--- src/rtl/muldiv_unit_pkg.sv ---
// Shared types and constants for the HI/LO multiply/divide unit.
// The funct decode maps MIPS SPECIAL funct codes onto unit operations.
package muldiv_unit_pkg;

  localparam int DATA_W    = 32;
  localparam int DIV_ITERS = 32;
  localparam int CNT_W     = 6;

  typedef enum logic [2:0] {
    MD_MULT  = 3'd0,
    MD_MULTU = 3'd1,
    MD_DIV   = 3'd2,
    MD_DIVU  = 3'd3,
    MD_MTHI  = 3'd4,
    MD_MTLO  = 3'd5,
    MD_NONE  = 3'd7
  } muldiv_op_t;

  typedef enum logic [1:0] {
    IDLE = 2'd0,
    MUL  = 2'd1,
    DIV  = 2'd2
  } md_state_t;

  function automatic muldiv_op_t decode_funct(input logic [5:0] funct);
    muldiv_op_t op_v;
    case (funct)
      6'h18:   op_v = MD_MULT;
      6'h19:   op_v = MD_MULTU;
      6'h1A:   op_v = MD_DIV;
      6'h1B:   op_v = MD_DIVU;
      6'h11:   op_v = MD_MTHI;
      6'h13:   op_v = MD_MTLO;
      default: op_v = MD_NONE;
    endcase
    return op_v;
  endfunction

endpackage

--- src/rtl/muldiv_unit_if.sv ---
// Issue/result bundle between the EX stage and the multiply/divide unit.
interface muldiv_unit_if;
  import muldiv_unit_pkg::*;

  logic              start;
  muldiv_op_t        op;
  logic [DATA_W-1:0] src_a;
  logic [DATA_W-1:0] src_b;
  logic              flush;
  logic              busy;
  logic              done;
  logic [DATA_W-1:0] hi;
  logic [DATA_W-1:0] lo;

  modport master (output start, op, src_a, src_b, flush,
                  input  busy, done, hi, lo);
  modport slave  (input  start, op, src_a, src_b, flush,
                  output busy, done, hi, lo);

endinterface

--- src/rtl/muldiv_unit_divider.sv ---
// Unsigned restoring radix-2 divider core; the parent sequences load/step
// and owns all sign handling.
module restoring_divider
  import muldiv_unit_pkg::*;
(
  input  logic              clk,
  input  logic              rst_n,
  input  logic              load,
  input  logic              step,
  input  logic [DATA_W-1:0] dividend,
  input  logic [DATA_W-1:0] divisor,
  output logic [DATA_W-1:0] quotient,
  output logic [DATA_W-1:0] remainder
);

  logic [DATA_W-1:0] rem_r;
  logic [DATA_W-1:0] quo_r;
  logic [DATA_W-1:0] dsr_r;
  logic [DATA_W:0]   shifted_s;
  logic [DATA_W:0]   diff_s;

  // Trial subtraction of the divisor from the partial remainder shifted left by one.
  always_comb begin
    shifted_s = {rem_r, quo_r[DATA_W-1]};
    diff_s    = shifted_s - {1'b0, dsr_r};
  end

  // Quotient bits shift in at the bottom while dividend bits shift out the top.
  always_ff @(posedge clk or negedge rst_n) begin
    if (!rst_n) begin
      rem_r <= {DATA_W{1'b0}};
      quo_r <= {DATA_W{1'b0}};
      dsr_r <= {DATA_W{1'b0}};
    end else if (load) begin
      rem_r <= {DATA_W{1'b0}};
      quo_r <= dividend;
      dsr_r <= divisor;
    end else if (step) begin
      if (!diff_s[DATA_W]) begin
        rem_r <= diff_s[DATA_W-1:0];
        quo_r <= {quo_r[DATA_W-2:0], 1'b1};
      end else begin
        rem_r <= shifted_s[DATA_W-1:0];
        quo_r <= {quo_r[DATA_W-2:0], 1'b0};
      end
    end else begin
      rem_r <= rem_r;
    end
  end

  assign quotient  = quo_r;
  assign remainder = rem_r;

endmodule

--- src/rtl/muldiv_unit.sv ---
// Iterative HI/LO multiply/divide unit: fixed-latency multiply, 33-cycle
// restoring divide, MTHI/MTLO writes, and a busy flag for stall control.
module muldiv_unit
  import muldiv_unit_pkg::*;
#(
  parameter int MUL_LATENCY = 3
) (
  input logic          clk,
  input logic          rst_n,
  muldiv_unit_if.slave bus
);

  localparam logic [CNT_W-1:0] MUL_INIT = CNT_W'(MUL_LATENCY - 1);

  md_state_t         state_r, state_nxt_s;
  logic [CNT_W-1:0]  cnt_r, cnt_nxt_s;
  logic              accept_s, finish_s, step_s;
  logic [63:0]       prod_r, product_s;
  logic              sgn_s;
  logic [DATA_W-1:0] abs_a_s, abs_b_s, quo_s, rem_s;
  logic              neg_q_r, neg_r_r, div_zero_r;
  logic [DATA_W-1:0] a_lat_r, hi_r, lo_r;
  logic              busy_r, done_r;

  // Operand conditioning: sign-extend for the product, magnitudes for the divider.
  always_comb begin
    sgn_s     = (bus.op == MD_MULT) || (bus.op == MD_DIV);
    product_s = {{DATA_W{sgn_s & bus.src_a[DATA_W-1]}}, bus.src_a}
              * {{DATA_W{sgn_s & bus.src_b[DATA_W-1]}}, bus.src_b};
    abs_a_s   = (sgn_s && bus.src_a[DATA_W-1]) ? (~bus.src_a + 32'd1) : bus.src_a;
    abs_b_s   = (sgn_s && bus.src_b[DATA_W-1]) ? (~bus.src_b + 32'd1) : bus.src_b;
  end

  // Next-state logic; flush always wins over completion.
  always_comb begin
    state_nxt_s = state_r;
    cnt_nxt_s   = cnt_r;
    accept_s    = 1'b0;
    finish_s    = 1'b0;
    step_s      = 1'b0;
    case (state_r)
      IDLE: begin
        if (bus.start && !bus.flush) begin
          accept_s = 1'b1;
          case (bus.op)
            MD_MULT, MD_MULTU: begin
              state_nxt_s = MUL;
              cnt_nxt_s   = MUL_INIT;
            end
            MD_DIV, MD_DIVU: begin
              state_nxt_s = DIV;
              cnt_nxt_s   = CNT_W'(DIV_ITERS);
            end
            default: state_nxt_s = IDLE;
          endcase
        end else begin
          state_nxt_s = IDLE;
        end
      end
      MUL, DIV: begin
        if (bus.flush) begin
          state_nxt_s = IDLE;
          cnt_nxt_s   = {CNT_W{1'b0}};
        end else if (cnt_r == {CNT_W{1'b0}}) begin
          state_nxt_s = IDLE;
          finish_s    = 1'b1;
        end else begin
          step_s    = (state_r == DIV);
          cnt_nxt_s = cnt_r - CNT_W'(1);
        end
      end
      default: begin
        state_nxt_s = IDLE;
        cnt_nxt_s   = {CNT_W{1'b0}};
      end
    endcase
  end

  // State and iteration counter.
  always_ff @(posedge clk or negedge rst_n) begin
    if (!rst_n) begin
      state_r <= IDLE;
      cnt_r   <= {CNT_W{1'b0}};
    end else begin
      state_r <= state_nxt_s;
      cnt_r   <= cnt_nxt_s;
    end
  end

  restoring_divider u_div (
    .clk       (clk),
    .rst_n     (rst_n),
    .load      (accept_s && (bus.op == MD_DIV || bus.op == MD_DIVU)),
    .step      (step_s),
    .dividend  (abs_a_s),
    .divisor   (abs_b_s),
    .quotient  (quo_s),
    .remainder (rem_s)
  );

  // Operand capture at acceptance and HI/LO write-back at completion.
  always_ff @(posedge clk or negedge rst_n) begin
    if (!rst_n) begin
      prod_r     <= 64'd0;
      neg_q_r    <= 1'b0;
      neg_r_r    <= 1'b0;
      div_zero_r <= 1'b0;
      a_lat_r    <= {DATA_W{1'b0}};
      hi_r       <= {DATA_W{1'b0}};
      lo_r       <= {DATA_W{1'b0}};
      busy_r     <= 1'b0;
      done_r     <= 1'b0;
    end else begin
      busy_r <= (state_nxt_s != IDLE);
      done_r <= finish_s;
      if (accept_s) begin
        case (bus.op)
          MD_MULT, MD_MULTU: prod_r <= product_s;
          MD_DIV, MD_DIVU: begin
            neg_q_r    <= sgn_s && (bus.src_a[DATA_W-1] ^ bus.src_b[DATA_W-1]);
            neg_r_r    <= sgn_s && bus.src_a[DATA_W-1];
            div_zero_r <= (bus.src_b == {DATA_W{1'b0}});
            a_lat_r    <= bus.src_a;
          end
          MD_MTHI: hi_r <= bus.src_a;
          MD_MTLO: lo_r <= bus.src_a;
          default: prod_r <= prod_r;
        endcase
      end else if (finish_s && state_r == MUL) begin
        {hi_r, lo_r} <= prod_r;
      end else if (finish_s && state_r == DIV) begin
        if (div_zero_r) begin
          hi_r <= a_lat_r;
          lo_r <= {DATA_W{1'b1}};
        end else begin
          hi_r <= neg_r_r ? (~rem_s + 32'd1) : rem_s;
          lo_r <= neg_q_r ? (~quo_s + 32'd1) : quo_s;
        end
      end else begin
        hi_r <= hi_r;
      end
    end
  end

  assign bus.busy = busy_r;
  assign bus.done = done_r;
  assign bus.hi   = hi_r;
  assign bus.lo   = lo_r;

endmodule

--- src/flat_wrapper.sv ---
// flat-port wrapper written by rule: the top's interface ports become plain ports
module muldiv_unit_flat import muldiv_unit_pkg::*;
#(
  parameter int MUL_LATENCY = 3
)
  (clk, rst_n, bus_start, bus_op, bus_src_a, bus_src_b, bus_flush, bus_busy, bus_done, bus_hi, bus_lo);
  muldiv_unit_if bus_i ();
  input logic clk;
  input logic rst_n;
  input wire logic [$bits(bus_i.start)-1:0] bus_start;
  input wire logic [$bits(bus_i.op)-1:0] bus_op;
  input wire logic [$bits(bus_i.src_a)-1:0] bus_src_a;
  input wire logic [$bits(bus_i.src_b)-1:0] bus_src_b;
  input wire logic [$bits(bus_i.flush)-1:0] bus_flush;
  output wire logic [$bits(bus_i.busy)-1:0] bus_busy;
  output wire logic [$bits(bus_i.done)-1:0] bus_done;
  output wire logic [$bits(bus_i.hi)-1:0] bus_hi;
  output wire logic [$bits(bus_i.lo)-1:0] bus_lo;
  assign bus_i.start = bus_start;
  assign bus_i.op = bus_op;
  assign bus_i.src_a = bus_src_a;
  assign bus_i.src_b = bus_src_b;
  assign bus_i.flush = bus_flush;
  assign bus_busy = bus_i.busy;
  assign bus_done = bus_i.done;
  assign bus_hi = bus_i.hi;
  assign bus_lo = bus_i.lo;
  muldiv_unit #(.MUL_LATENCY(MUL_LATENCY)) u_core (.clk(clk), .rst_n(rst_n), .bus(bus_i));
endmodule
--- config.mk ---
export PLATFORM = sky130hd
export DESIGN_NAME = muldiv_unit_flat
export DESIGN_NICKNAME = d
export VERILOG_FILES = /design/src/rtl/muldiv_unit_pkg.sv /design/src/rtl/muldiv_unit_if.sv /design/src/rtl/muldiv_unit_divider.sv /design/src/rtl/muldiv_unit.sv /design/src/flat_wrapper.sv
export SDC_FILE = /design/constraint.sdc
export NUM_CORES = 2
export LEC_CHECK = 0
export CAP_MARGIN = 15
export CORE_ASPECT_RATIO = 1.25
export CORE_MARGIN = 4
export CORE_UTILIZATION = 62
export DETAILED_ROUTE_END_ITERATION = 7
export PLACE_DENSITY = 0.8
export SLEW_MARGIN = 15
export SYNTH_ARGS = -nofsm -noshare
export SYNTH_HDL_FRONTEND = slang
export SYNTH_SLANG_ARGS = --single-unit
--- constraint.sdc ---
create_clock -name clk -period 7.18 [get_ports clk]
set_clock_uncertainty 0.2 [all_clocks]
set_input_delay 1.436 -clock clk [delete_from_list [all_inputs] [get_ports clk]]
set_output_delay 1.436 -clock clk [all_outputs]
set_load 0.05 [all_outputs]
==> impl_metrics.ini <==
[clocking]
clock_tree_from_tritoncts = done
clockBufferDepth = 3
total_cts_buffers = 24
clock_slew_seen_by_the_registers_of_the_worst_setup_and_hold_paths_ns = 0.07
cts_htree_levels = 1
clock_latency_ns = 0.55
cts_sinks = 269
cts_root_buffer_type = clkbuf_16

[timing]
report.final.hold_viol_count = 0
totalNegativeSetupSlack_ns = -43.09
maxSlewViolCount = 0
timing.final.crit_share = 1.20
slew_headroom = 0.241
max_clock_freq_ghz = 0.117
post-route-worst-setup-slack_ns = -1.40
min_period_ns = 8.58
worst-slew-pin-transition_ns = 1.14
report.final.setup_viol = 49
rsz0062_at_grt = yes

[route]
avgViaCountPerCell = 6.09
detail_route.wirelength_um = 199000
final_antenna_net_count = 0
detail_route.first_pass.iterations = 8
routed_wire_length_per_instance_um = 24.8
first_iter_violations = 5607
drc = 3
vias = 48800

[synth]
synth_area_leader_cell = fa_1
yosys.area.top_type_share = 0.417
mappedNetlistArea_um2 = 54100
synth_edf_count = 0
synthCells = 6255
synthArstFlopShare = 1.00
synth_nets = 7706
per_instance_average_area_after_synthesis_um2 = 8.64
yosys_warnings = 0
synth_top_cells_by_area = fa_1, dfrtp_1, inv_1
seq_area_frac_synth = 0.125
synth-main-ff-cell = dfrtp_1
synth-seq-cells = 269
yosys.cell_types.count = 72

[cells_and_area]
nNetsFinal = 8270
final_layout_size_suffix_gt1_frac = 0.200
mostFrequentLayoutCells = nand2_1, inv_1, fa_1
mostFrequentLayoutCell = nand2_1
syn_to_layout_area_delta_pct = 23.1
finish.cell_count_without_fillers = 8007

[place]
numPortBuffers = 136
place.detailed.instances = 7766
dp_hpwl_um = 144000
gpl.final_weighted_congestion = 1.05

[grt]
overflow = 0
initial_antenna_violation_count = 26
grt_first_pass_wirelength_um = 296000
grt_util_all_layers = 0.423
vias_in_the_first_global_route = 51400
grt_start_max_net_pins = 133

[setup_path]
required_time_worst_endpoint_ns = 7.37
criticalPathCategory = primary input to flip-flop
critPathSlowestCell = fa_1
cp_max_fo = 6
crit_top_cell = fa_1
cp-start-kind = primary input
max_stage_delay_ns = 0.59
cpLargestDelayFamily = adder cells
worst-endpoint-arrival_ns = 8.78
worstSetupEndpointType = flip-flop
cp.buffers_inverters = 11

[floorplan]
die_y_um = 338
die_area_um2 = 92000
core_um2 = 86000
floorplan.initialDensity = 0.628
row_count = 120
die-width_um = 272
design.portCount = 137

[worst_hold_path]
min_path_type = flip-flop to flip-flop

[job]
maxCapViolations = 0

[status]
outcome = finished with violations
failed_checks = design-rule violations, negative setup slack
-- through the flow --
stage          cell area (µm²)  hold slack, ns   util  worst slack [ns]
6_report                 66500           0.277  0.773             -1.40
2_1_floorplan            55600           0.246      -             -1.85
5_1_grt                  66500           0.297  0.773             -1.61
4_1_cts                  65200           0.279  0.758             -1.22
3_3_place_gp             61300           0.258  0.712             -2.57
3_5_place_dp             61300           0.264  0.712             -2.59
-- registers in the layout (all words and copies together), names as in the netlist --
signal / flops
u_core.a_lat_r: 32
u_core.bus.busy: 1
u_core.bus.done: 1
u_core.bus.hi: 32
u_core.bus.lo: 32
u_core.cnt_r: 6
u_core.div_zero_r: 1
u_core.neg_q_r: 1
u_core.neg_r_r: 1
u_core.prod_r: 64
u_core.state_r: 2
u_core.u_div.dsr_r: 32
u_core.u_div.quotient: 32
u_core.u_div.remainder: 32
-- Yosys cell counts, drive strengths merged, types with 11 or more instances --
cell and instances:
a211oi 13, a21o 37, a21oi 204, a31oi 64, and2 249, and3 24
buf 50, clkbuf 348, dfrtp 269, fa 1126, ha 254, inv 1247
mux2i 34, nand2 1215, nand2b 22, nand3 37, nor2 246, nor2b 12
nor3 36, nor4 12, o211ai 37, o21a 17, o21ai 249, o21bai 28
o221ai 28, o31ai 38, o41ai 16, or2 11, or3 27, or4 21
xnor2 120, xor2 84
-- timing repair --
item                       CTS  global route
hold buffers                 0             0
setup endpoints to repair   52            52
resized for setup          541           249
pin swaps                  294           232
buffers inserted           112            67
cloned                      18             4
-- final timing paths --
check,start,to,slack (ns),depth (start not counted)
min reg2reg,u_core.prod_r[6]$_DFFE_PN0P_,u_core.prod_r[6]$_DFFE_PN0P_,0.28,2
max in group asynchronous,rst_n,u_core.prod_r[30]$_DFFE_PN0P_,4.74,2
max reg2reg,u_core.u_div.quotient[31]$_DFFE_PN0P_,u_core.u_div.remainder[0]$_DFFE_PN0P_,2.69,16
min in group asynchronous,rst_n,u_core.cnt_r[5]$_DFFE_PN0P_,0.61,1
min,u_core.prod_r[6]$_DFFE_PN0P_,u_core.prod_r[6]$_DFFE_PN0P_,0.28,2
max,bus_op[2],u_core.prod_r[57]$_DFFE_PN0P_,-1.40,31
-- per-layer routing --
layer,global-route usage,up-vias,routed length [µm]
met4,0.266,12,17800
met1,0.515,24100,65200
met3,0.147,1120,28300
met5,0,-,81
li1,-,20000,-
met2,0.647,3529,87600
-- cell families (layout without fill, tap and decap cells) --
| group | after synthesis | in the layout | share of synthesized area |
|---|---|---|---|
| compound gates | 782 | 782 | 0.0890 |
| simple gates | 1935 | 1935 | 0.156 |
| fa+ha+maj | 1380 | 1380 | 0.476 |
| xor+xnor | 204 | 204 | 0.0331 |
| other cells | 0 | 15 | 0 |
| buf+inv | 1647 | 2225 | 0.114 |
| flops | 269 | 269 | 0.125 |
| mux | 38 | 38 | 0.00713 |
-- final cells by class --
| class | instances | area (µm²) |
|---|---|---|
| clock inverters | 7 | 97.6 |
| multi-input cells | 4339 | 43200 |
| diodes | 15 | 37.5 |
| flip-flops and latches | 269 | 6730 |
| inverters | 1249 | 4710 |
| fillers | 5369 | 19500 |
| clock buffers | 33 | 696 |
| repair buffers | 936 | 9560 |
| well taps | 1159 | 1450 |
-- worst min-delay path, cell delays in order (launching register included) --
cell and delay [ns]:
dfrtp_1 0.34, nand2_1 0.05, nand2_1 0.05
Power is not shown: default switching activity piles up to over one toggle a cycle in this logic, so the estimate is an artifact.
